<file path="config.mk">
export PLATFORM = sky130hd
export DESIGN_NAME = mem_arbiter
export DESIGN_NICKNAME = d
export VERILOG_FILES = /design/src/rtl/mem_arbiter.sv
export SDC_FILE = /design/constraint.sdc
export NUM_CORES = 1
export LEC_CHECK = 0
export BUFFER_PORTS_ARGS = -buffer_cell sky130_fd_sc_hd__buf_2
export CORE_ASPECT_RATIO = 1.75
export CORE_MARGIN = 2
export CORE_UTILIZATION = 51
export DETAILED_ROUTE_END_ITERATION = 8
export PLACE_DENSITY = 0.92
export SYNTH_ARGS = -nofsm -noshare
export SYNTH_HDL_FRONTEND = slang
export SYNTH_SLANG_ARGS = --single-unit
export TNS_END_PERCENT = 5
</file>
<file path="constraint.sdc">
create_clock -name clk -period 4.1 [get_ports clk]
set_input_delay 0.615 -clock clk [delete_from_list [all_inputs] [get_ports clk]]
set_output_delay 0.615 -clock clk [all_outputs]
set_load 0.05 [all_outputs]
</file>
<file path="src/rtl/mem_arbiter.sv">
// Shares the single-ported unified memory between instruction fetch and load/store.
// Define ARB_RR_EN for round-robin on ties; default build is fixed data-over-fetch priority.
module mem_arbiter #(
  parameter int AW       = 32,
  parameter int DW       = 32,
  parameter int WAIT_CYC = 2
) (
  input  logic          clk,
  input  logic          reset,
  input  logic          if_req,
  input  logic [AW-1:0] if_addr,
  output logic          if_done,
  output logic [DW-1:0] if_rdata,
  input  logic          d_req,
  input  logic          d_we,
  input  logic [AW-1:0] d_addr,
  input  logic [DW-1:0] d_wdata,
  output logic          d_done,
  output logic [DW-1:0] d_rdata,
  output logic          mem_en,
  output logic          mem_we,
  output logic [AW-1:0] mem_addr,
  output logic [DW-1:0] mem_wdata,
  input  logic [DW-1:0] mem_rdata,
  output logic          busy,
  output logic          owner
);

  localparam int CW = (WAIT_CYC > 1) ? $clog2(WAIT_CYC) : 1;

  typedef enum logic [1:0] {
    IDLE,
    ACCESS,
    RESP
  } state_t;

  state_t        state;
  logic [CW-1:0] cnt;
  logic          grant_d;

`ifdef ARB_RR_EN
  // 1 = data was served last; a tie goes to whichever side was not.
  logic last_d;
  always_comb grant_d = d_req & (~if_req | ~last_d);
`else
  always_comb grant_d = d_req;
`endif

  // NOTE: every register here is assigned with <= so all of them update from
  // the same pre-edge values; blocking assignments would make later lines in
  // the block see this cycle's new state and change the timing.
  always_ff @(posedge clk) begin
    if (reset) begin
      state     <= IDLE;
      cnt       <= '0;
      mem_en    <= 1'b0;
      mem_we    <= 1'b0;
      mem_addr  <= '0;
      mem_wdata <= '0;
      if_done   <= 1'b0;
      d_done    <= 1'b0;
      if_rdata  <= '0;
      d_rdata   <= '0;
      busy      <= 1'b0;
      owner     <= 1'b0;
`ifdef ARB_RR_EN
      last_d    <= 1'b0;
`endif
    end else begin
      if_done <= 1'b0;
      d_done  <= 1'b0;
      case (state)
        IDLE: begin
          if (if_req || d_req) begin
            state     <= ACCESS;
            cnt       <= CW'(WAIT_CYC - 1);
            mem_en    <= 1'b1;
            busy      <= 1'b1;
            owner     <= grant_d;
            mem_we    <= grant_d & d_we;
            mem_addr  <= grant_d ? d_addr : if_addr;
            mem_wdata <= grant_d ? d_wdata : '0;
`ifdef ARB_RR_EN
            last_d    <= grant_d;
`endif
          end
        end
        ACCESS: begin
          if (cnt == '0) begin
            state     <= RESP;
            mem_en    <= 1'b0;
            mem_we    <= 1'b0;
            mem_addr  <= '0;
            mem_wdata <= '0;
            // Read data is only guaranteed on the last enabled cycle.
            if (owner) begin
              d_done <= 1'b1;
              if (!mem_we) d_rdata <= mem_rdata;
            end else begin
              if_done  <= 1'b1;
              if_rdata <= mem_rdata;
            end
          end else begin
            cnt <= cnt - CW'(1);
          end
        end
        RESP: begin
          state <= IDLE;
          busy  <= 1'b0;
        end
        default: state <= IDLE;
      endcase
    end
  end

endmodule

</file>
==> summary.md, run 1 <==
| Metric | Value |
|---|---|
| Register area share after synthesis | `between 40% and 50%` |
| Setup bufs post-CTS | `0` |
| Mapped Nets | `around 750` |
| Critical path capture point type | `flip-flop` |
| Yosys reg bits | `137` |
| Die area | `around 12,000 sq um` |
| Antenna violations before repair | `0` |
| I/O pins | `267` |
| Number of CTS-inserted buffers | `17` |
| Ant. Diodes | `0` |
| Worst Path Buf+Inv | `0` |
| Resize count post-CTS | `0` |
| RSZ-0062 raised after global routing | `no` |
| Worst path slowest cell | `or3_2` |
| Hold Path Class | `primary input to flip-flop` |
| Hold Violations, Final | `0` |
| First-pass GRT wire length | `~25 mm` |
| Number of global-route vias before repair | `about 5,400` |
| Initial drt markers | `144` |
| Worst-path cell chain | `or3_2 -> and2_4 -> a31o_2` |
| Status | `finished, final reports clean` |
| Wire per inst | `about 16 um` |
| CTS Buffer Depth | `2` |
| Site Rows | `roughly 50` |
| Worst Path Arrival | `between 2000 and 3000 ps` |
| Input/output buffers | `266` |
| Leading area contributor after synthesis | `dfxtp_1` |
| Ys Warns | `0` |
| Setup violators final | `0` |
| Footprint of the multi-input gates | `2830 sq um` |
| DRC | `0` |
| Fin nets | `983` |
| Die height | `146 um` |
| Family with the most delay on the worst path | `simple AND/OR/NAND/NOR gates` |
| Total gr overflow | `0` |
| DR vias | `5,296` |
| H-tree levels | `4` |
| Overall routing resource usage | `between 20% and 30%` |
| Worst Path Required | `4440 ps` |
| CP max stage delay | `about 860 ps` |
| P&R area growth vs syn | `33.0%` |
| Pwr/cell area | `between 500 and 600 nW/um^2` |
| Synth cell types | `31` |
| Skew-Pair Late Insertion Delay | `approximately 400 ps` |
| IR drop worst, VDD | `0.379 mV` |
| Max-cap violations | `0` |
| Die X | `84.9 um` |
| Clock Pin Slew Worst Setup and Hold Paths | `~60 ps` |
| Worst hold slack | `between 400 and 500 ps` |
| Setup TNS | `0 ps` |
| Setup clock skew after layout | `between 7 and 8 ps` |
| Cells after Synth | `616` |
| Nature of the critical path startpoint | `flip-flop` |
| Largest net degree at the start of global routing | `112` |
| TritonCTS clock tree | `done` |
| Slew margin rel. | `23.0%` |
| Fill count | `about 900` |
| Final Max Slew Viols | `0` |
| Vias per cell | `about 5.3` |
| Crit-path max FO | `53` |
| CTS Root Cell | `clkbuf_16` |
| Worst-Margin Slew | `between 1000 and 1500 ps` |
| Sequential cell area | `between 2000 and 3000 sq um` |
| TritonRoute pass-1 iters | `4` |
| Top cells by area, synth | `dfxtp_1, nand2b_1, mux2i_1` |
| Share of cells above drive strength 1 | `between 30% and 40%` |
| HPWL after DPL | `11.2 mm` |
| Leak pwr | `0.00360 uW` |
| Syn avg cell area | `9.47 sq um` |
| Antenna Nets Post-Route | `0` |
| Syn Std Cell Area | `a little under 6000 sq um` |
| Routability congestion estimate | `approximately 0.82` |
| Core area | `between 10,000 and 15,000 sq um` |
| CTS sink cnt | `~140` |
| Initial core utilization | `between 50% and 60%` |
| R2R Setup Slk | `~1700 ps` |
| Post-CTS Hold Buffers | `0` |
| Final core occ | `a little over two thirds` |
| WL final | `15.9 mm` |
| Post-layout min period | `2400 ps` |
| Fmax | `about 0.42 GHz` |
| Post-synth top area share | `~47%` |
| Crit Path Class | `flip-flop to flip-flop` |
| Tcrit/Tclk final | `58.5%` |
==> cells in the mapped netlist <==
library cell / count
a21oi_1: 86
a21bo_2: 1
nand3_1: 1
nor2b_1: 2
inv_1: 2
nor3b_2: 1
mux2_2: 17
buf_2: 10
o21a_1: 2
nor4b_2: 1
or3_1: 2
nor3b_1: 1
buf_4: 2
or4b_2: 1
mux2i_1: 47
a31o_1: 33
and2_4: 1
a21oi_2: 1
clkbuf_1: 37
dfxtp_1: 137
nand2_1: 65
nor2_1: 8
nand2b_1: 114
a31o_2: 17
o211a_1: 1
buf_6: 7
buf_1: 1
and3_1: 1
o2bb2ai_1: 15
nor4b_1: 1
or4_1: 1
==> per-stage QoR <==
| step | setup WS, ps | cell area (sq um) | total power (uW) | std cells |
|---|---|---|---|---|
| 5_1_grt | 1530 | 7760 | 4080 | 993 |
| 2_1_floorplan | 2190 | 5840 | 2100 | 616 |
| 6_report | 1700 | 7760 | 3930 | 993 |
| 3_3_place_gp | 1510 | 7120 | 2290 | 963 |
| 4_1_cts | 1740 | 7760 | 3960 | 993 |
| 3_5_place_dp | 1470 | 7120 | 2310 | 963 |
==> path summary, 6_finish.rpt <==
kind / from / endpoint / depth (start not counted)
worst max-delay path: state[0]$_SDFFE_PP0P_ / mem_addr[3]$_SDFFE_PP0P_ / 3
worst max register to register: state[0]$_SDFFE_PP0P_ / mem_addr[3]$_SDFFE_PP0P_ / 3
worst min-delay path: d_wdata[25] / mem_wdata[25]$_SDFFE_PP0P_ / 2
worst min register to register: if_rdata[19]$_SDFFE_PP0P_ / if_rdata[19]$_SDFFE_PP0P_ / 2
==> routing by layer <==
metal,track usage (%),vias to the layer above,share of wire (%)
li1,-,2592,-
met1,26.5,2486,38
met2,47.6,186,54
met3,6.47,32,5.1
met4,9.44,0,2.4
met5,0,-,0
==> sequential cells by signal, indices dropped and copies added (netlist names) <==
signal     flops
mem_en         1
d_done         1
if_rdata      32
busy           1
state          2
cnt            1
mem_we         1
owner          1
mem_wdata     32
mem_addr      32
if_done        1
d_rdata       32
==> worst register-to-register path: stages, from the launching register on <==
cell	delay, ps
dfxtp_1	540
or3_2	860
and2_4	670
a31o_2	270
==> placed cells by master (no fill, tap or decap), types with 2 or more instances in the layout <==
| master | netlist | final |
|---|---|---|
| buf_2 | 10 | 265 |
| bufinv_16 | 0 | 5 |
| buf_4 | 2 | 7 |
| a31o_2 | 17 | 17 |
| nand2_1 | 65 | 65 |
| inv_1 | 2 | 2 |
| a21oi_1 | 86 | 85 |
| mux2_2 | 17 | 17 |
| mux2i_1 | 47 | 47 |
| nor2_1 | 8 | 8 |
| o2bb2ai_1 | 15 | 15 |
| clkbuf_16 | 0 | 17 |
| nand2b_1 | 114 | 114 |
| clkinv_4 | 0 | 4 |
| nor2b_1 | 2 | 2 |
| o21a_1 | 2 | 2 |
| a31o_1 | 33 | 33 |
| dfxtp_1 | 137 | 137 |
==> cell families after synthesis <==
| logic type | count (synthesis) | share of synthesized area (%) |
|---|---|---|
| DFF | 137 | 47.0 |
| buffers and inverters | 59 | 5.04 |
| muxes | 64 | 11.3 |
| and+or+nand+nor | 200 | 18.7 |
| AOI/OAI and AO/OA | 156 | 17.9 |
==> area by class of cell <==
class / instances / area share (%)
Multi-Input combinational cell: 420 / 36.4
Sequential cell: 137 / 35.3
Timing Repair Buffer: 272 / 17.8
Tap cell: 132 / 2.13
Clock inverter: 11 / 2.55
Clock buffer: 19 / 5.71
Inverter: 2 / 0.0967
==> power by group <==
part | total, uW | internal (uW) | switching, uW | leakage, uW
Clock | 1650 | 1090 | 559 | 0.000309
Sequential | 1480 | 1420 | 56.7 | 0.00112
Combinational | 802 | 234 | 568 | 0.00217
Total | 3930 | 2750 | 1180 | 0.00360
Note: power is estimated with default switching activity, not from simulation.
==> inputs of run 2 (changes only) <==
--- a/config.mk
+++ b/config.mk
@@ -8,9 +8,9 @@
 export BUFFER_PORTS_ARGS = -buffer_cell sky130_fd_sc_hd__buf_2
 export CORE_ASPECT_RATIO = 1.75
 export CORE_MARGIN = 2
-export CORE_UTILIZATION = 51
+export CORE_UTILIZATION = 42
 export DETAILED_ROUTE_END_ITERATION = 8
-export PLACE_DENSITY = 0.92
+export PLACE_DENSITY = 0.82
 export SYNTH_ARGS = -nofsm -noshare
 export SYNTH_HDL_FRONTEND = slang
 export SYNTH_SLANG_ARGS = --single-unit
==> constraint.sdc (replaced) <==
create_clock -name clk -period 2.2 [get_ports clk]
set_input_delay 0.33 -clock clk [delete_from_list [all_inputs] [get_ports clk]]
set_output_delay 0.33 -clock clk [all_outputs]
set_load 0.05 [all_outputs]
==> run 2 against run 1 <==
  * Total power increased by 87%
  * Clock skew about the same
  * Largest cell class unchanged
  * Combinational power increased by 87%
  * First-iteration DRC count increased by 18%
  * Via count decreased by 0.42%
  * Die area increased by 21%
  * Highest routed layer unchanged
  * Largest power group unchanged
  * Critical path type unchanged
  * Register-to-register slack got worse by 1400 ps
==> summary.md, run 2 (same netlist as run 1, synthesis figures left out) <==
| Metric | Value |
|---|---|
| Core area | `~14,000 sq um` |
| Slew margin rel. | `about a quarter` |
| IR drop worst, VDD | `0.562 mV` |
| Initial core utilization | `between 40% and 50%` |
| Cells on worst reg2reg path | `3` |
| Post-CTS Hold Buffers | `0` |
| Hold Violations, Final | `0` |
| Number of CTS-inserted buffers | `17` |
| HPWL after DPL | `roughly 11 mm` |
| Tcrit/Tclk final | `between 80 and 90%` |
| Resize count post-CTS | `0` |
| Final Non-Filler Cells | `between 1,000 and 1,500` |
| Fin nets | `990` |
| Nature of the critical path startpoint | `flip-flop` |
| Setup bufs post-CTS | `0` |
| Inst Count DP | `1,015` |
| Final core occ | `around 57%` |
| Initial drt markers | `between 150 and 200` |
| Max-cap violations | `0` |
| Number of global-route vias before repair | `4,964` |
| Die area | `14,900 sq um` |
| CTS sink cnt | `between 100 and 150` |
| Total gr overflow | `0` |
| Overall routing resource usage | `20.5%` |
| Worst-Margin Slew | `1100 ps` |
| Final Max Slew Viols | `0` |
| Critical path capture point type | `flip-flop` |
| H-tree levels | `4` |
| Crit-path max FO | `18` |
| Input/output buffers | `266` |
| Worst Path Arrival | `around 2300 ps` |
| Setup TNS | `0 ps` |
| Post-layout min period | `between 1500 and 2000 ps` |
| RSZ-0062 raised after global routing | `no` |
| Ant. Diodes | `0` |
| Antenna violations before repair | `0` |
| P&R area growth vs syn | `35.2%` |
| TritonRoute pass-1 iters | `5` |
| DR vias | `roughly 5,300` |
| Die height | `roughly 160 um` |
| CTS Buffer Depth | `2` |
| Share of cells above drive strength 1 | `between 40% and 50%` |
| Most frequent cells in the layout | `buf_2, dfxtp_1, nand2b_1, a21oi_1, nand2_1` |
| Antenna Nets Post-Route | `0` |
| Pwr/cell area | `between 900 and 1000 nW/um^2` |
| WL final | `15.5 mm` |
| Largest net degree at the start of global routing | `between 100 and 150` |
| Clock Pin Slew Worst Setup and Hold Paths | `around 60 ps` |
| TritonCTS clock tree | `done` |
| Worst Path Required | `2540 ps` |
| Die X | `~93 um` |
| Hold path depth | `2` |
| Fmax | `approximately 0.52 GHz` |
| Commonest non-fill, non-tap cell in the layout | `buf_2` |
| I/O pins | `~270` |
| Skew-Pair Late Insertion Delay | `about 400 ps` |
| CTS Root Cell | `clkbuf_16` |
| Wire per inst | `between 10 and 15 um` |
| Routability congestion estimate | `around 0.84` |
| Status | `finished, final reports clean` |
| Setup violators final | `0` |
| Setup clock skew after layout | `around 7.4 ps` |
| DRC | `0` |
| First-pass GRT wire length | `~24 mm` |
| Hold Path Class | `primary input to flip-flop` |
| Crit Path Class | `flip-flop to flip-flop` |
| Fill count | `between 1,000 and 1,500` |
| Leak pwr | `around 0.0036 uW` |
| Site Rows | `57` |
| Vias per cell | `slightly above 5` |
[run 2: cell types whose count changed in the layout (fill, tap and decap cells not counted), sizes merged]
cell / before / now
buf: 272 / 279
inv: 2 / 5
clkinv: 5 / 4
[run 2: worst paths after layout]
kind,start,end,slack (ps)
min,d_wdata[29],mem_wdata[29]$_SDFFE_PP0P_,140
max,state[1]$_SDFFE_PP0P_,mem_addr[25]$_SDFFE_PP0P_,260
min reg2reg,if_rdata[20]$_SDFFE_PP0P_,if_rdata[20]$_SDFFE_PP0P_,450
max reg2reg,state[1]$_SDFFE_PP0P_,mem_addr[25]$_SDFFE_PP0P_,260
[run 2: metrics by stage]
step           setup WS (ps)  hold slack, ps  cell area, sq um  total power (uW)
2_1_floorplan            474             464              5840              3910
3_3_place_gp             263             439              7240              4300
3_5_place_dp             252             442              7240              4320
4_1_cts                  232             123              7890              7440
5_1_grt                 85.3             129              7890              7650
6_report                 262             144              7890              7360
[run 2: metal layers]
metal  GRT usage (%)  vias up  routed length (um)
li1                -     2600                   -
met1            24.1     2444                6270
met2            35.0      190                7940
met3            3.68       40                 694
met4            10.8        0                 637
met5               0        -                   0
[run 2: final cells by class]
type	instances	area (sq um)	area share, %
repair buffers	279	1440	18.3
flip-flops and latches	137	2740	34.8
clock inverters	13	215	2.73
well taps	177	221	2.81
inverters	2	7.51	0.0951
multi-input cells	420	2830	35.8
clock buffers	19	433	5.49
[run 2: critical path, stage by stage (launching register included)]
cell and delay (ps):
dfxtp_1 580, nor2b_1 160, nor2_1 860, a31o_2 280
[run 2: report_power, final]
part | switching, uW | internal, uW | leakage, uW
Clock | 1070 | 2030 | 0.000313
Combinational | 1050 | 447 | 0.00221
Sequential | 99.9 | 2650 | 0.00112
